===== src/rtl/lsu_mem_port.sv =====
// Load/store unit memory port: accepts one CPU request at a time, checks
// alignment and the RAM window, drives a fixed-latency RAM and returns a response.
module lsu_mem_port #(
    parameter logic [63:0] RAM_BASE = 64'h8000_0000,
    parameter logic [63:0] RAM_LEN  = 64'h0004_0000,
    parameter int unsigned MEM_LAT  = 1
) (
    input  logic        clk,
    input  logic        rst_n,

    input  logic        req_valid_i,
    output logic        req_ready_o,
    input  logic        req_wen_i,
    input  logic [63:0] req_addr_i,
    input  logic [63:0] req_wdata_i,
    input  logic [1:0]  req_wdt_i,
    input  logic        req_sext_i,

    output logic        resp_valid_o,
    input  logic        resp_ready_i,
    output logic [63:0] resp_rdata_o,
    output logic [1:0]  resp_err_o,

    output logic [63:0] mem_raddr_o,
    output logic [63:0] mem_waddr_o,
    output logic [63:0] mem_wdata_o,
    output logic        mem_wen_o,
    output logic        mem_ren_o,
    output logic [1:0]  mem_wdt_o,
    input  logic [63:0] mem_rdata_i
);

    typedef enum logic [1:0] {
        IDLE  = 2'd0,
        ISSUE = 2'd1,
        WAIT  = 2'd2,
        RESP  = 2'd3
    } state_e;

    localparam logic [1:0] ERR_OK       = 2'b00;
    localparam logic [1:0] ERR_MISALIGN = 2'b01;
    localparam logic [1:0] ERR_FAULT    = 2'b10;

    state_e      state_q, state_d;
    logic [63:0] addr_q, addr_d;
    logic [63:0] wdata_q, wdata_d;
    logic [1:0]  wdt_q, wdt_d;
    logic        wen_q, wen_d;
    logic        sext_q, sext_d;
    logic [1:0]  err_q, err_d;
    logic [63:0] rdata_q, rdata_d;
    logic [2:0]  cnt_q, cnt_d;

    logic        misaligned;
    logic        fault;
    logic [3:0]  nbytes;
    logic [64:0] req_end;
    logic [64:0] ram_end;

    function automatic logic [63:0] extend(input logic [63:0] d,
                                           input logic [1:0]  wdt,
                                           input logic        sext);
        logic [63:0] r;
        r = d;
        if (sext) begin
            case (wdt)
                2'b00:   r = {{56{d[7]}},  d[7:0]};
                2'b01:   r = {{48{d[15]}}, d[15:0]};
                2'b10:   r = {{32{d[31]}}, d[31:0]};
                default: r = d;
            endcase
        end
        return r;
    endfunction

    always_comb begin
        misaligned = 1'b0;
        case (req_wdt_i)
            2'b00:   misaligned = 1'b0;
            2'b01:   misaligned = req_addr_i[0];
            2'b10:   misaligned = |req_addr_i[1:0];
            default: misaligned = |req_addr_i[2:0];
        endcase
    end

    // 65-bit sums so a request near the top of the address space cannot wrap into the window.
    assign nbytes  = 4'd1 << req_wdt_i;
    assign req_end = {1'b0, req_addr_i} + {61'd0, nbytes};
    assign ram_end = {1'b0, RAM_BASE} + {1'b0, RAM_LEN};
    assign fault   = (req_addr_i < RAM_BASE) || (req_end > ram_end);

    always_comb begin
        state_d   = state_q;
        addr_d    = addr_q;
        wdata_d   = wdata_q;
        wdt_d     = wdt_q;
        wen_d     = wen_q;
        sext_d    = sext_q;
        err_d     = err_q;
        rdata_d   = rdata_q;
        cnt_d     = cnt_q;
        mem_ren_o = 1'b0;
        mem_wen_o = 1'b0;

        case (state_q)
            IDLE: begin
                if (req_valid_i) begin
                    addr_d  = req_addr_i;
                    wdata_d = req_wdata_i;
                    wdt_d   = req_wdt_i;
                    wen_d   = req_wen_i;
                    sext_d  = req_sext_i;
                    rdata_d = '0;
                    if (misaligned) begin
                        err_d   = ERR_MISALIGN;
                        state_d = RESP;
                    end else if (fault) begin
                        err_d   = ERR_FAULT;
                        state_d = RESP;
                    end else begin
                        err_d   = ERR_OK;
                        state_d = ISSUE;
                    end
                end
            end
            ISSUE: begin
                if (wen_q) begin
                    mem_wen_o = 1'b1;
                    state_d   = RESP;
                end else begin
                    mem_ren_o = 1'b1;
                    cnt_d     = 3'(MEM_LAT);
                    state_d   = WAIT;
                end
            end
            WAIT: begin
                cnt_d = cnt_q - 3'd1;
                if (cnt_q == 3'd1) begin
                    rdata_d = extend(mem_rdata_i, wdt_q, sext_q);
                    state_d = RESP;
                end
            end
            RESP: begin
                if (resp_ready_i) begin
                    state_d = IDLE;
                end
            end
            default: state_d = IDLE;
        endcase
    end

    always_ff @(posedge clk or negedge rst_n) begin
        if (!rst_n) begin
            state_q <= IDLE;
            addr_q  <= '0;
            wdata_q <= '0;
            wdt_q   <= '0;
            wen_q   <= 1'b0;
            sext_q  <= 1'b0;
            err_q   <= ERR_OK;
            rdata_q <= '0;
            cnt_q   <= '0;
        end else begin
            state_q <= state_d;
            addr_q  <= addr_d;
            wdata_q <= wdata_d;
            wdt_q   <= wdt_d;
            wen_q   <= wen_d;
            sext_q  <= sext_d;
            err_q   <= err_d;
            rdata_q <= rdata_d;
            cnt_q   <= cnt_d;
        end
    end

    // Address and width come straight from the request registers so they stay stable for lane select.
    assign req_ready_o  = (state_q == IDLE);
    assign resp_valid_o = (state_q == RESP);
    assign resp_rdata_o = rdata_q;
    assign resp_err_o   = err_q;
    assign mem_raddr_o  = addr_q;
    assign mem_waddr_o  = addr_q;
    assign mem_wdata_o  = wdata_q;
    assign mem_wdt_o    = wdt_q;

endmodule


===== config.mk =====
export PLATFORM = sky130hd
export DESIGN_NAME = lsu_mem_port
export DESIGN_NICKNAME = d
export VERILOG_FILES = /design/src/rtl/lsu_mem_port.sv
export SDC_FILE = /design/constraint.sdc
export NUM_CORES = 1
export LEC_CHECK = 0
export ABC_AREA = 1
export BUFFER_PORTS_ARGS = -buffer_cell sky130_fd_sc_hd__buf_2
export CORE_AREA = 2 2 183 185
export CTS_BUF_LIST = sky130_fd_sc_hd__clkbuf_4 sky130_fd_sc_hd__clkbuf_8
export CTS_CLUSTER_SIZE = 8
export DETAILED_ROUTE_END_ITERATION = 16
export DIE_AREA = 0 0 185 187
export HOLD_SLACK_MARGIN = 0.15
export SKIP_CTS_REPAIR_TIMING = 1
export SKIP_LAST_GASP = 1
export SLEW_MARGIN = 0
export SYNTH_ARGS = -nofsm -noshare
export SYNTH_HDL_FRONTEND = slang
export SYNTH_SLANG_ARGS = --single-unit
export TNS_END_PERCENT = 100

===== constraint.sdc =====
create_clock -name clk -period 5.9 [get_ports clk]
set_input_delay 0.295 -clock clk [delete_from_list [all_inputs] [get_ports clk]]
set_output_delay 0.295 -clock clk [all_outputs]
set_load 0.1 [all_outputs]

; ---- After elaboration in Yosys (flattened, before gate mapping)
; Index checks and enable logic that the tools add are counted.
[classes]
n_addsub = 2
n_lt_le_gt_ge = 2
eq_ne = 12
n_shift = 1
n_mux = 21
n_reduce_logical = 12
[op_table]
columns = op, n
row1 = two-way mux 64 bit, 3
row2 = case mux 64 bit (3 select lines), 1
row3 = case mux 64 bit (2 select lines), 1
row4 = adder 64 x 4 -> 65 bit, 1
row5 = "> comparator 65 x 32 -> 1 bit, second input constant", 1
row6 = "less-than comparator 64 x 32 -> 1 bit, second input constant", 1
row7 = two-way mux 2 bit, 7
row8 = "equality test 2 bit, second input constant", 4
row9 = case mux 2 bit (4 select lines), 1
row10 = "equality test 2 x 1 -> 1 bit, second input constant", 3
row11 = zero test 2 bit, 3
row12 = "!= test 2 bit, second input constant", 3
row13 = case mux 3 bit (2 select lines), 1
row14 = AND reduction 3 bit, 2
row15 = two-way mux 1 bit, 5
row16 = AND reduction 2 bit, 2
row17 = nonzero test 2 bit, 2
row18 = "left shift 1 x 2 -> 4 bit, first input constant", 1
row19 = "equality test 3 x 1 -> 1 bit, second input constant", 1
row20 = two-way mux 3 bit, 1
row21 = case mux 1 bit (3 select lines), 1
row22 = OR reduction 3 bit, 1
row23 = "subtractor 3 x 1 -> 3 bit, second input constant", 1
row24 = "!= test 2 x 1 -> 1 bit, second input constant", 1
row25 = other kinds (2), 2
[word_totals]
regBits = 203
inputBits = 200
out_inout_bits = 264
wordCells = 59

; ---- Longest topological paths before layout
[depth]
ltp_word = 8
depth_mapped = 22
depth_no_buf = 22

; ---- Least setup slack after synthesis
; No wires, ideal clock.
[synth_timing]
kind = register to register
startpoint = reg state_q[0]
endpoint = reg rdata_q[23] (netlist: resp_rdata_o[23])
setup_time_ns = 0.141
arrival_ns = 2.497
t_required_ns = 5.759
setup_slack_ns = 3.262
path_stages_with_launch = 7
path_buffers = 1
synth_period_minus_slack_ns = 2.638
cell_sequence = dfrtp_1 inv_1 ha_1 nand2_1 o21ai_1 clkbuf_1 o22ai_1
[synth_via]
elab_chain_len = 3
elab_cells_between_ends = 7
cone_classes = 3 x eq/ne / 1 x mux / 3 x reduce/logical
[synth_lines]
columns = item, line
row1 = "start, declared", 44  ; state_e state_q, state_d;
row2 = "start signal, assigned", 164  ; state_q <= state_d;
row3 = zero test 2 bit (*), n/a
row4 = named net req_ready_o, 12  ; output logic req_ready_o,
row5 = != test 2 bit (no line) / nonzero test 2 bit (equally long branches), n/a
row6 = AND reduction 3 bit (no line), n/a
row7 = "end signal, assigned", 171  ; rdata_q <= rdata_d;
row8 = "end, declared", 51  ; logic [63:0] rdata_q, rdata_d;
; Mark *: on every way through the listed nets, which the timed path passes. The rest lies on a longest branch.
; A chain may end at the register's enable or synchronous reset.

; ---- Worst setup path after layout
[layout_timing]
startpoint = reg state_q[0]
endpoint = reg rdata_q[57] (netlist: resp_rdata_o[57])
[layout_via]
elab_chain_len = 3
elab_cells_between_ends = 7
cone_classes = 3 x eq/ne / 1 x mux / 3 x reduce/logical
[layout_lines]
columns = item, line
row1 = equality test 2 bit / zero test 2 bit (equally long branches), 105  ; case (state_q)
row2 = != test 2 bit (no line) / nonzero test 2 bit (equally long branches), n/a
row3 = AND reduction 3 bit (no line), n/a
; Several ways; a longest one is shown, not always the timed one.

==> impl_metrics.yaml <==
run_status:
  status: "finished, final reports clean"
floorplan:
  die-area_sq_um: 34600
  ioPinCount: 464
  start_util_pct: 34.9
  design.core.area_sq_um: 32900
  die_w_um: 185
  row_count: 67
  die_h_um: 187
routing:
  dr.pass1.iters: 5
  vias_per_cell: 4.69
  finalWirelength_um: 43200
  drtIter0Drc: 685
  route.detailed.wl_per_inst_um: 16.4
  post-route-drc-count: 0
  ant_nets: 0
  num_vias: 12400
clocking:
  max-clock-path-buffers: 3
  cts_made_buffers: 38
  cts_tree: "done"
  clkLatencyLatePin_ns: 0.54
  clk_pin_slew_worst_paths_ns: 0.06
  cts-root-buf: "clkbuf_8"
  cts_sinks: 203
  h-tree-depth: 2
worst_setup_path:
  cp_top_family: "compound AO/OA/AOI/OAI gates"
  worstPathCellList: "inv_1 > ha_1 > inv_1 > a21oi_1 > nor2_2 > nand2_2 > a31oi_2 > o21ai_0 > o21ai_0"
  end_kind: "register"
  path_buf_inv: 2
  reg2reg_depth: 9
  r2r_end: "resp_rdata_o[57]"
  crit_fanout: 32
  slowest_stage: "a31oi_2"
  cp-startpoint: "state_q[0]"
  reg2reg_from: "state_q[0]"
  slowest_delay_ns: 1.05
  critPathRequiredTime_ns: 6.34
  crit_arrival_ns: 4.15
  path_class: "register to register"
  r2r_setup_slack_ns: 2.18
  critPathLaunchType: "register"
hold_path:
  hold_end: "mem_raddr_o[30]"
  hold_start: "req_addr_i[30]"
  hp-class: "input pin to register"
  hold-path-cell-count: 3
synthesis:
  syn_nets: 1822
  synth_seq_cells: 203
  ys_seq_area_share_pct: 44.3
  synth_cells: 1611
  synth_cell_types: 36
  synth_area_per_cell_sq_um: 7.13
  netlist_area_sq_um: 11500
  yosysWarnings: 0
timing:
  maxSlewHeadroom_pct: 14.0
  fmax_mhz: 269
  setup_tns_ns: 0
  fin_worst_skew_ns: 0.0121
  finalCriticalPeriod_ns: 3.72
  finalHoldViolations: 0
  rsz0062_at_grt: "false"
  min_period_over_period_pct: 63.0
  tightest_slew_ns: 1.29
  setup_viol: 0
  slew_viol_final: 0
place:
  gp_congestion: 0.956
  dp_hpwl_um: 32000
  port_buffers: 463
final_layout:
  drive_above_1_share_pct: 27.0
  area_growth_pct: 40.7
  fin_nets: 2384
  num_antenna_cells: 0
  fillCellCount: 3323
grt:
  grt_pass1_wl_um: 62700
  antenna_found_initial: 0
  first_global_vias: 11400
  overflow: 0
  grtUsageTotal_pct: 23.2
  grt_max_degree: 96
run:
  drv_cap: 0
[worst max-delay path by stage]
stage / to / slack [ns] / depth (start not counted)
after global routing: resp_rdata_o[40] / 1.89 / 9
after floorplan: resp_rdata_o[23] / 3.26 / 6
final: resp_rdata_o[57] / 2.18 / 9
after global placement: resp_rdata_o[53] / 2.41 / 9
after detailed placement: resp_rdata_o[40] / 2.26 / 9
after CTS: resp_rdata_o[40] / 2.24 / 9
[cell usage after synthesis]
| library cell | n | area, sq um |
|---|---|---|
| nor3b_1 | 1 | 7.51 |
| dfrtp_1 | 203 | 5080 |
| nand3b_1 | 2 | 15.0 |
| nand4_1 | 20 | 125 |
| o21bai_1 | 1 | 7.51 |
| buf_4 | 64 | 480 |
| inv_2 | 7 | 26.3 |
| buf_2 | 1 | 5.00 |
| a21oi_1 | 26 | 130 |
| nand2_4 | 3 | 33.8 |
| nor2_1 | 162 | 608 |
| and2_1 | 4 | 25.0 |
| nor2_2 | 17 | 106 |
| clkbuf_1 | 40 | 150 |
| xnor2_1 | 2 | 17.5 |
| fa_1 | 1 | 20.0 |
| nand3_4 | 1 | 17.5 |
| xor2_1 | 17 | 149 |
| inv_1 | 183 | 687 |
| buf_1 | 5 | 18.8 |
| nor2_4 | 8 | 90.1 |
| nand2_2 | 13 | 81.3 |
| a221oi_1 | 1 | 8.76 |
| xor2_2 | 1 | 16.3 |
| or2_2 | 2 | 12.5 |
| o21ai_0 | 146 | 731 |
| ha_1 | 10 | 125 |
| nand2_1 | 562 | 2110 |
| nand3_1 | 70 | 350 |
| a21oi_2 | 2 | 17.5 |
| a31oi_1 | 1 | 6.26 |
| nand3_2 | 3 | 30.0 |
| o21ai_2 | 2 | 17.5 |
| nor3_1 | 8 | 40.0 |
| o22ai_1 | 18 | 113 |
| o21ai_1 | 4 | 20.0 |
[flip-flops by register name, summed over array words and instances, names as in the netlist]
| signal | cells |
|---|---|
| wen_q | 1 |
| resp_rdata_o | 64 |
| sext_q | 1 |
| resp_err_o | 2 |
| mem_wdata_o | 64 |
| state_q | 2 |
| mem_raddr_o | 64 |
| cnt_q | 3 |
| mem_wdt_o | 2 |
[area by class of cell]
type | instances | area, sq um | share of cell area, %
clock buffer | 60 | 719 | 4.46
clock inverter | 2 | 12.5 | 0.0775
inverter | 190 | 713 | 4.42
multi-input combinational | 1108 | 5060 | 31.3
sequential | 203 | 5080 | 31.5
tap | 448 | 561 | 3.47
timing repair buffer | 632 | 4000 | 24.8
[kinds of logic after synthesis]
family | share of synthesized area (%)
adder cells (fa/ha/maj) | 1.26
AO/OA/AOI/OAI | 9.16
buffers and inverters | 11.9
XOR/XNOR | 1.59
AND/OR/NAND/NOR | 31.8
flip-flops | 44.3
[routing by layer]
layer,track usage (%),share of wire [%]
met1,28.8,40
met3,5.02,7.2
met2,39.7,49
met4,7.84,3.1
met5,0,0
[tightest hold or removal path, delay by kind of cell]
kind	cells	cell delay, ns
compound gates	1	0.10
buf+inv	2	0.22
[cells in the final DEF (no fill, tap or decap), types with 20 or more instances in the layout]
| master | count |
|---|---|
| nor2_1 | 162 |
| nand4_1 | 20 |
| nand2_1 | 561 |
| nand3_1 | 70 |
| dlygate4sd3_1 | 163 |
| clkbuf_8 | 43 |
| buf_2 | 462 |
| o21ai_0 | 146 |
| inv_1 | 183 |
| a21oi_1 | 26 |
| dfrtp_1 | 203 |
[through the flow]
step / hold slack (ns) / cell area [sq um] / cells / util, % / setup slack (ns)
floorplan: -0.000591 / 11500 / 1611 / - / 3.26
global placement: 0.369 / 13800 / 2418 / 41.9 / 2.41
detailed placement: 0.371 / 13800 / 2418 / 41.9 / 2.26
CTS: -0.224 / 14500 / 2480 / 44.2 / 2.24
global route: 0.149 / 16100 / 2643 / 49.1 / 1.89
finish: 0.146 / 16100 / 2643 / 49.1 / 2.18
Power is left out: the tool's default activity adds up to more than one toggle a clock period on the data nets, which glitch-free logic cannot reach.
